`src/rtl/muldiv_unit.sv`:
```
// Iterative radix-2 multiply/divide unit holding the architectural HI/LO registers.
// Signed ops run on magnitudes; the sign is restored in a single FIX cycle.
module muldiv_unit #(
  parameter int ITER = 32
) (
  input  logic        clk,
  input  logic        reset,
  input  logic        muldiv_we,
  input  logic [2:0]  muldiv_op,
  input  logic [31:0] a,
  input  logic [31:0] b,
  output logic [31:0] hi,
  output logic [31:0] lo,
  output logic        busy
);

  // state | meaning
  // IDLE  | waiting for a command; mthi/mtlo complete here
  // CALC  | one shift-add / shift-subtract step per cycle, ITER cycles
  // FIX   | sign correction, HI/LO written together
  typedef enum logic [1:0] {S_IDLE, S_CALC, S_FIX} state_t;

  localparam int CW = $clog2(ITER);

  state_t         state, state_nx;
  logic [CW-1:0]  cnt;
  logic           is_div, neg_q, neg_r;
  logic [32:0]    acc_hi;
  logic [31:0]    acc_lo, op_b;

  logic           accept, signed_op, a_neg, b_neg;
  logic [31:0]    a_mag, b_mag;
  logic [32:0]    mul_sum;
  logic [64:0]    mul_cat, mul_sh;
  logic [32:0]    rem_sh, rem_diff;
  logic           rem_ge;
  logic [63:0]    prod, prod_fix;
  logic [31:0]    quo_fix, rem_fix;

  assign accept    = muldiv_we && !busy;
  assign signed_op = ~muldiv_op[0];
  assign a_neg     = signed_op && a[31];
  assign b_neg     = signed_op && b[31];
  assign a_mag     = a_neg ? (~a + 32'd1) : a;
  assign b_mag     = b_neg ? (~b + 32'd1) : b;

  // Multiply step: add multiplicand when multiplier LSB is set, then shift right.
  assign mul_sum = {1'b0, acc_hi[31:0]} + (acc_lo[0] ? {1'b0, op_b} : 33'd0);
  assign mul_cat = {mul_sum, acc_lo};
  assign mul_sh  = mul_cat >> 1;

  // Restoring divide step: remainder lives in acc_hi, quotient shifts into acc_lo.
  assign rem_sh   = {acc_hi[31:0], acc_lo[31]};
  assign rem_ge   = rem_sh >= {1'b0, op_b};
  assign rem_diff = rem_sh - {1'b0, op_b};

  assign prod     = {acc_hi[31:0], acc_lo};
  assign prod_fix = neg_q ? (~prod + 64'd1) : prod;
  assign quo_fix  = neg_q ? (~acc_lo + 32'd1) : acc_lo;
  assign rem_fix  = neg_r ? (~acc_hi[31:0] + 32'd1) : acc_hi[31:0];

  always_comb begin
    state_nx = state;
    case (state)
      S_IDLE: if (accept && !muldiv_op[2]) state_nx = S_CALC;
      S_CALC: if (cnt == CW'(ITER - 1)) state_nx = S_FIX;
      S_FIX:  state_nx = S_IDLE;
      default: state_nx = S_IDLE;
    endcase
  end

  always_ff @(posedge clk) begin
    if (reset) begin
      state  <= S_IDLE;
      busy   <= 1'b0;
      hi     <= 32'd0;
      lo     <= 32'd0;
      cnt    <= '0;
      is_div <= 1'b0;
      neg_q  <= 1'b0;
      neg_r  <= 1'b0;
      acc_hi <= 33'd0;
      acc_lo <= 32'd0;
      op_b   <= 32'd0;
    end else begin
      state <= state_nx;
      busy  <= (state_nx != S_IDLE);
      case (state)
        S_IDLE: begin
          if (accept) begin
            case (muldiv_op)
              3'b100: hi <= a;
              3'b101: lo <= a;
              3'b000, 3'b001, 3'b010, 3'b011: begin
                acc_hi <= 33'd0;
                acc_lo <= a_mag;
                op_b   <= b_mag;
                is_div <= muldiv_op[1];
                neg_q  <= a_neg ^ b_neg;
                neg_r  <= a_neg;
                cnt    <= '0;
              end
              default: ;
            endcase
          end
        end
        S_CALC: begin
          cnt <= cnt + 1'b1;
          if (is_div) begin
            acc_hi <= rem_ge ? {1'b0, rem_diff[31:0]} : {1'b0, rem_sh[31:0]};
            acc_lo <= {acc_lo[30:0], rem_ge};
          end else begin
            acc_hi <= mul_sh[64:32];
            acc_lo <= mul_sh[31:0];
          end
        end
        S_FIX: begin
          // With a zero divisor every step subtracts nothing, so the remainder
          // ends up as |a| and sign-fixes back to a; only LO needs forcing.
          if (is_div) begin
            hi <= rem_fix;
            lo <= (op_b == 32'd0) ? 32'hFFFF_FFFF : quo_fix;
          end else begin
            hi <= prod_fix[63:32];
            lo <= prod_fix[31:0];
          end
        end
        default: ;
      endcase
    end
  end

endmodule

```
`config.mk`:
```
export PLATFORM = sky130hd
export DESIGN_NAME = muldiv_unit
export DESIGN_NICKNAME = d
export VERILOG_FILES = /design/src/rtl/muldiv_unit.sv
export SDC_FILE = /design/constraint.sdc
export NUM_CORES = 1
export LEC_CHECK = 0
export BUFFER_PORTS_ARGS = -buffer_cell sky130_fd_sc_hd__buf_4
export CORE_ASPECT_RATIO = 0.75
export CORE_MARGIN = 4
export CORE_UTILIZATION = 30
export CTS_BUF_LIST = sky130_fd_sc_hd__clkbuf_16
export CTS_CLUSTER_SIZE = 14
export DETAILED_ROUTE_END_ITERATION = 10
export PLACE_DENSITY_LB_ADDON = 0.2
export SYNTH_ARGS = -nofsm -noshare
export SYNTH_HDL_FRONTEND = slang
export SYNTH_SLANG_ARGS = --single-unit
```
`constraint.sdc`:
```
create_clock -name clk -period 3.9 [get_ports clk]
set_input_delay 0.39 -clock clk [delete_from_list [all_inputs] [get_ports clk]]
set_output_delay 0.39 -clock clk [all_outputs]
set_load 0.02 [all_outputs]
```
After elaboration in Yosys (flattened, before gate mapping)
Cells that the tools add are included.
{ "word_totals": {"in_bits": 70, "register_bits": 171, "word_cells": 86, "output_inout_bits": 65, "ramBits": 0, "memories": 0, "mem_bits_ro": 0, "latchBits": 0} }
{ "op_classes": {"n_div": 0, "n_shift": 0, "bitwise": 7, "muxes": 30, "eq_ne": 12, "mul": 0, "n_reduce_logical": 17, "n_lt_le_gt_ge": 1, "n_addsub": 8} }
{ "op_table": {"columns": ["op", "count"], "rows": [
  ["two-way mux 32 bit", 19],
  ["one-hot mux 32 bit (2 select lines)", 4],
  ["adder 32 x 1 -> 32 bit (second input constant)", 4],
  ["NOT 32 bit", 4],
  ["adder 64 x 1 -> 64 bit (second input constant)", 1],
  ["two-way mux 64 bit", 1],
  ["NOT 64 bit", 1],
  ["adder 32 x 32 -> 33 bit", 1],
  [">= comparator 33 x 32 -> 1 bit", 1],
  ["zero test 32 bit", 1],
  ["subtractor 32 bit", 1],
  ["AND reduction 3 bit", 4],
  ["two-way mux 5 bit", 2],
  ["one-hot mux 5 bit (2 select lines)", 1],
  ["== test 3 x 2 -> 1 bit (second input constant)", 2],
  ["== test 3 bit (second input constant)", 2],
  ["nonzero test 2 bit", 3],
  ["adder 5 x 1 -> 5 bit (second input constant)", 1],
  ["== test 5 bit (second input constant)", 1],
  ["logical AND 1 bit", 4],
  ["two-way mux 2 bit", 2],
  ["!= test 2 x 1 -> 1 bit (second input constant)", 2],
  ["!= test 2 bit (second input constant)", 2],
  ["one-hot mux 2 bit (2 select lines)", 1],
  ["9 further kinds", 10]
]} }

Longest topological paths before layout
{ "depth": {"depth_word": 6, "ltp_mapped": 16} }

Worst setup path after synthesis
Ideal clock, no wire load.
{ "synth_path": {"path_kind": "flip-flop to flip-flop", "from": "register acc_lo[31]", "to": "register acc_hi[28]", "setup_time_ns": 0.122, "setup_slack_ns": 0.349, "path_buffers": 0, "t_arrival_ns": 3.429, "stages_incl_launch_ff": 15, "period_less_slack_ns": 3.551, "cell_sequence": "dfxtp_1 > inv_1 > ha_1 > inv_1 > fa_1 > a211oi_1 > o21ai_0 > a2111oi_0 > o31ai_1 > a221oi_1 > o41ai_1 > xor2_1 > mux2i_1 > nor2_1 > a221o_1"} }
{ "synth_between": {"elab_chain_cells": 4, "word_cells_on_any_way": 5, "classes_between": "1 x add/sub; 1 x order compare; 3 x mux"} }
{ "synth_lines": {"columns": ["element", "line_no", "rtl"], "rows": [
  ["start, declared", "29", "logic [31:0] acc_lo, op_b;"],
  ["start signal, assigned", "96", "acc_lo <= a_mag;"],
  ["start signal, assigned", "111", "acc_lo <= {acc_lo[30:0], rem_ge};"],
  ["start signal, assigned", "114", "acc_lo <= mul_sh[31:0];"],
  ["subtractor 32 bit / >= comparator 33 x 32 -> 1 bit (equally long branches)", "55, 54", null],
  ["two-way mux 32 bit *", "110", "acc_hi <= rem_ge ? {1'b0, rem_diff[31:0]} : {1'b0, rem_sh[31:0]};"],
  ["two-way mux 32 bit *", "109", "if (is_div) begin"],
  ["one-hot mux 32 bit (2 select lines) *", "88", "case (state)"],
  ["end signal, assigned", "110", null],
  ["end signal, assigned", "113", "acc_hi <= mul_sh[64:32];"],
  ["end, declared", "28", "logic [32:0] acc_hi;"]
]} }
Every way passes the cells marked *; elsewhere a longest branch is shown, timed or not.
A chain may end at the register's enable or synchronous reset.

Final worst setup path
{ "layout_path": {"from": "register acc_lo[11]", "to": "register hi[27]"} }
{ "layout_between": {"elab_chain_cells": 5} }
{ "layout_lines": {"columns": ["element", "line_no", "rtl"], "rows": [
  ["NOT 64 bit", "58", "assign prod_fix = neg_q ? (~prod + 64'd1) : prod;"],
  ["adder 64 x 1 -> 64 bit", "58", null],
  ["two-way mux 64 bit", "58", null],
  ["two-way mux 32 bit", "120", "if (is_div) begin"],
  ["one-hot mux 32 bit (2 select lines)", "88", null],
  ["end signal, assigned", "121", "hi <= rem_fix;"],
  ["end signal, assigned", "124", "hi <= prod_fix[63:32];"],
  ["end, declared", "12", "output logic [31:0] hi,"]
]} }
Every way passes these cells.

==> flow_summary.yaml <==
routing:
  drc: 0
  wl_um: 54700
  wl_per_cell_um: 21.4
  drt_first_pass_iters: 6
  vias: 14400
  antenna_left: 0
  via_per_inst: 5.62
  drtIter0Drc: 1308
die:
  die_area_sq_um: 49200
  rows: 67
  placeableCoreArea_sq_um: 44900
  ioPinCount: 135
  die-height_um: 193
  initial_core_util: 0.305
  dieWidth_um: 255
global_routing:
  globalRouteTotalUtil: 0.217
  grt_max_degree: 74
  grt_pass1_wl_um: 82100
  use_met3: 0.0648
  grt-busiest-layer: "met1"
  grt_use_met2: 0.296
  grt_overflow: 0
  antenna_found_initial: 3
  use_met1: 0.332
  grt_pass1_vias: 13200
sta:
  skew_ns: 0.0123
  slew_viol_final: 0
  max_freq_mhz: 275
  hold_viol_final: 0
  finalCritPeriodShare: 0.932
  setup_viol: 0
  period_needed_ns: 3.63
  slew_headroom: 0.208
  rsz0062_at_grt: "false"
  holdWs_ns: 0.178
  setup_tns_ns: 0
  worst-slew-pin-transition_ns: 1.19
worst_setup_path:
  cpPeakStageDelay_ns: 0.60
  regToRegEndpoint: "hi[27]$_SDFFE_PP0P_"
  regToRegStartpoint: "acc_lo[11]$_SDFFE_PP0P_"
  crit_type: "flop to flop"
  start_kind: "flop"
  critPathArrivalTime_ns: 3.99
  reg2reg_depth: 9
  cp_slowest_cell: "or4_4"
  crit_chain: "or4_4 > or3_4 > or4_4 > or3_4 > nand2_1 > o21ai_0 > nor2_1 > xor2_1 > a2111oi_0"
  r2r_slack_ns: 0.27
  path_max_fanout: 8
  cp.required_ns: 4.25
  worst_setup_path_end_kind: "flop"
logic_synthesis:
  seq_area_frac_synth: 0.250
  ys_seq_elements: 171
  yosys.cell_count.top_type: "nor2_1"
  async_flop_share: 0
  synth_area_leaders: "dfxtp_1 (25%), xnor2_1 (6.8%), ha_1 (6.4%)"
  postSynthCellCount: 1837
  ys_types: 68
  yosys-top-cells-count: "nor2_1 (204), a21oi_1 (173), dfxtp_1 (171), nand2_1 (171), xnor2_1 (106)"
  yosysWarningCount: 0
  netlist_area_sq_um: 13700
  synth_ff_type: "dfxtp_1"
  synth_edf_count: 0
  synth_top_cell_by_area: "dfxtp_1"
  post_synth.cell_area_avg_sq_um: 7.47
  yosysTopAreaCellShare: 0.250
  synthesis.nets: 1979
placement:
  placed_area_sq_um: 15700
  numPortBuffers: 134
  dp_hpwl_um: 42400
  gp_congestion: 0.932
finish:
  utilization: 0.363
  drive_above_1_share: 0.146
  num-nets-final: 2101
  design_area_sq_um: 16300
  fillers: 4793
  diodes: 0
  area.growth.synth_to_final_pct: 18.8
min_path:
  hold_path_class: "input pin to flop"
  hold_start: "reset"
  holdPathStages: 2
  holdPathEnd: "is_div$_SDFFE_PP0P_"
clock_tree:
  path_clk_slew_ns: 0.08
  cts_sinks: 171
  cts_buffers: 17
  clk_latency_ns: 0.47
  root_buffer: "clkbuf_16"
  htreeDepth: 4
  cts_buffer_depth: 2
  tritoncts: "done"
power_and_ir_drop:
  leakagePower_nw: 6.40
  power_density_nw_per_um2: 313
  max-vdd-ir-drop_mv: 0.240
job:
  max-cap-violations: 0
status:
  outcome: "finished clean"
-- metal layers --
metal  up-vias  part of all wire
met5         -           0.00024
met4         2             0.018
met3        53             0.088
met2       521              0.40
met1      6854              0.50
li1       6949                 -
-- flip-flops by register name, indices dropped and copies added (netlist names) --
name    flops
state       2
is_div      1
acc_lo     32
neg_q       1
neg_r       1
cnt         5
acc_hi     32
busy        1
lo         32
op_b       32
hi         32
-- worst max-delay path by stage --
stage                            startpoint                       to  slack [ns]  cells after the start
floorplan           acc_lo[31]$_SDFFE_PP0P_  acc_hi[28]$_SDFFE_PP0P_        0.35                     14
global placement       op_b[0]$_SDFFE_PP0P_  acc_hi[29]$_SDFFE_PP0P_        0.26                     15
detailed placement     op_b[0]$_SDFFE_PP0P_  acc_hi[28]$_SDFFE_PP0P_        0.20                     15
CTS                    op_b[0]$_SDFFE_PP0P_  acc_hi[29]$_SDFFE_PP0P_        0.14                     15
global route         acc_lo[2]$_SDFFE_PP0P_      hi[14]$_SDFFE_PP0P_        0.05                     10
finish              acc_lo[11]$_SDFFE_PP0P_      hi[27]$_SDFFE_PP0P_        0.27                      9
-- metrics by stage --
step	std cells	worst slack (ns)	power (mW)
finish	2558	0.266	5.09
global route	2558	0.0490	5.35
CTS	2558	0.140	5.12
detailed placement	2526	0.203	3.38
global placement	2526	0.258	3.38
floorplan	1837	0.349	2.83
-- area by class of cell --
cell class,instances,area [sq um],area share
clock buffer,17,425,0.0261
inverter,67,251,0.0154
timing repair buffer,223,1700,0.104
multi-input combinational,1479,9620,0.590
clock inverter,15,141,0.00868
sequential,171,3430,0.210
tap,586,733,0.0450
-- worst max-delay path: cells and delay by family, from the launching register on --
family           cells  cell delay [ns]
flip-flops           1             0.40
AND/OR/NAND/NOR      6             2.35
AO/OA/AOI/OAI        2             0.66
XOR/XNOR             1             0.12
-- report_power, final --
group / total (mW) / internal, mW / leakage, nW / switching [mW]
Combinational: 1.44 / 0.572 / 4.73 / 0.865
Clock: 1.73 / 0.892 / 0.283 / 0.839
Sequential: 1.93 / 1.82 / 1.39 / 0.102
-- timing repair --
action | 4_1_cts | 5_1_grt
buffers inserted | 0 | 0
hold buffers | 0 | 0
setup endpoints to repair | 0 | 6
resized for setup | 0 | 7
-- cell usage in the layout (no fill, tap or decap), types with 7 or more instances in the layout --
cell / netlist / routed
a2111oi_0: 15 / 12
nand2b_1: 15 / 15
a22oi_1: 24 / 24
o31ai_1: 21 / 21
a311oi_1: 13 / 13
nor2_1: 204 / 203
ha_1: 70 / 70
and3_1: 14 / 14
or2_2: 9 / 9
o21ai_0: 105 / 102
nand3_1: 18 / 18
clkbuf_16: 0 / 17
xnor2_1: 106 / 106
buf_4: 2 / 221
a21oi_1: 173 / 172
mux2i_1: 58 / 58
nand4_1: 14 / 14
nor4_1: 20 / 20
nor3_1: 43 / 42
inv_1: 67 / 69
or3_1: 27 / 27
o21ai_1: 7 / 8
or4_1: 16 / 16
o211ai_1: 21 / 21
o221ai_1: 31 / 31
o41ai_1: 9 / 9
a211oi_1: 56 / 56
dfxtp_1: 171 / 169
a21o_1: 28 / 28
nand2_1: 171 / 171
xor2_1: 58 / 58
o21bai_1: 16 / 16
a31oi_1: 12 / 12
o21a_1: 7 / 7
nor2b_1: 20 / 18
-- logic make-up after synthesis --
family                   count (synthesis)  synth area share
XOR/XNOR                               164             0.105
multiplexers                            59            0.0432
adder cells (fa/ha/maj)                 72            0.0668
buffers and inverters                  187            0.0528
AO/OA/AOI/OAI                          583             0.277
flip-flops                             171             0.250
AND/OR/NAND/NOR                        601             0.206
(Power assumes the default switching activity.)
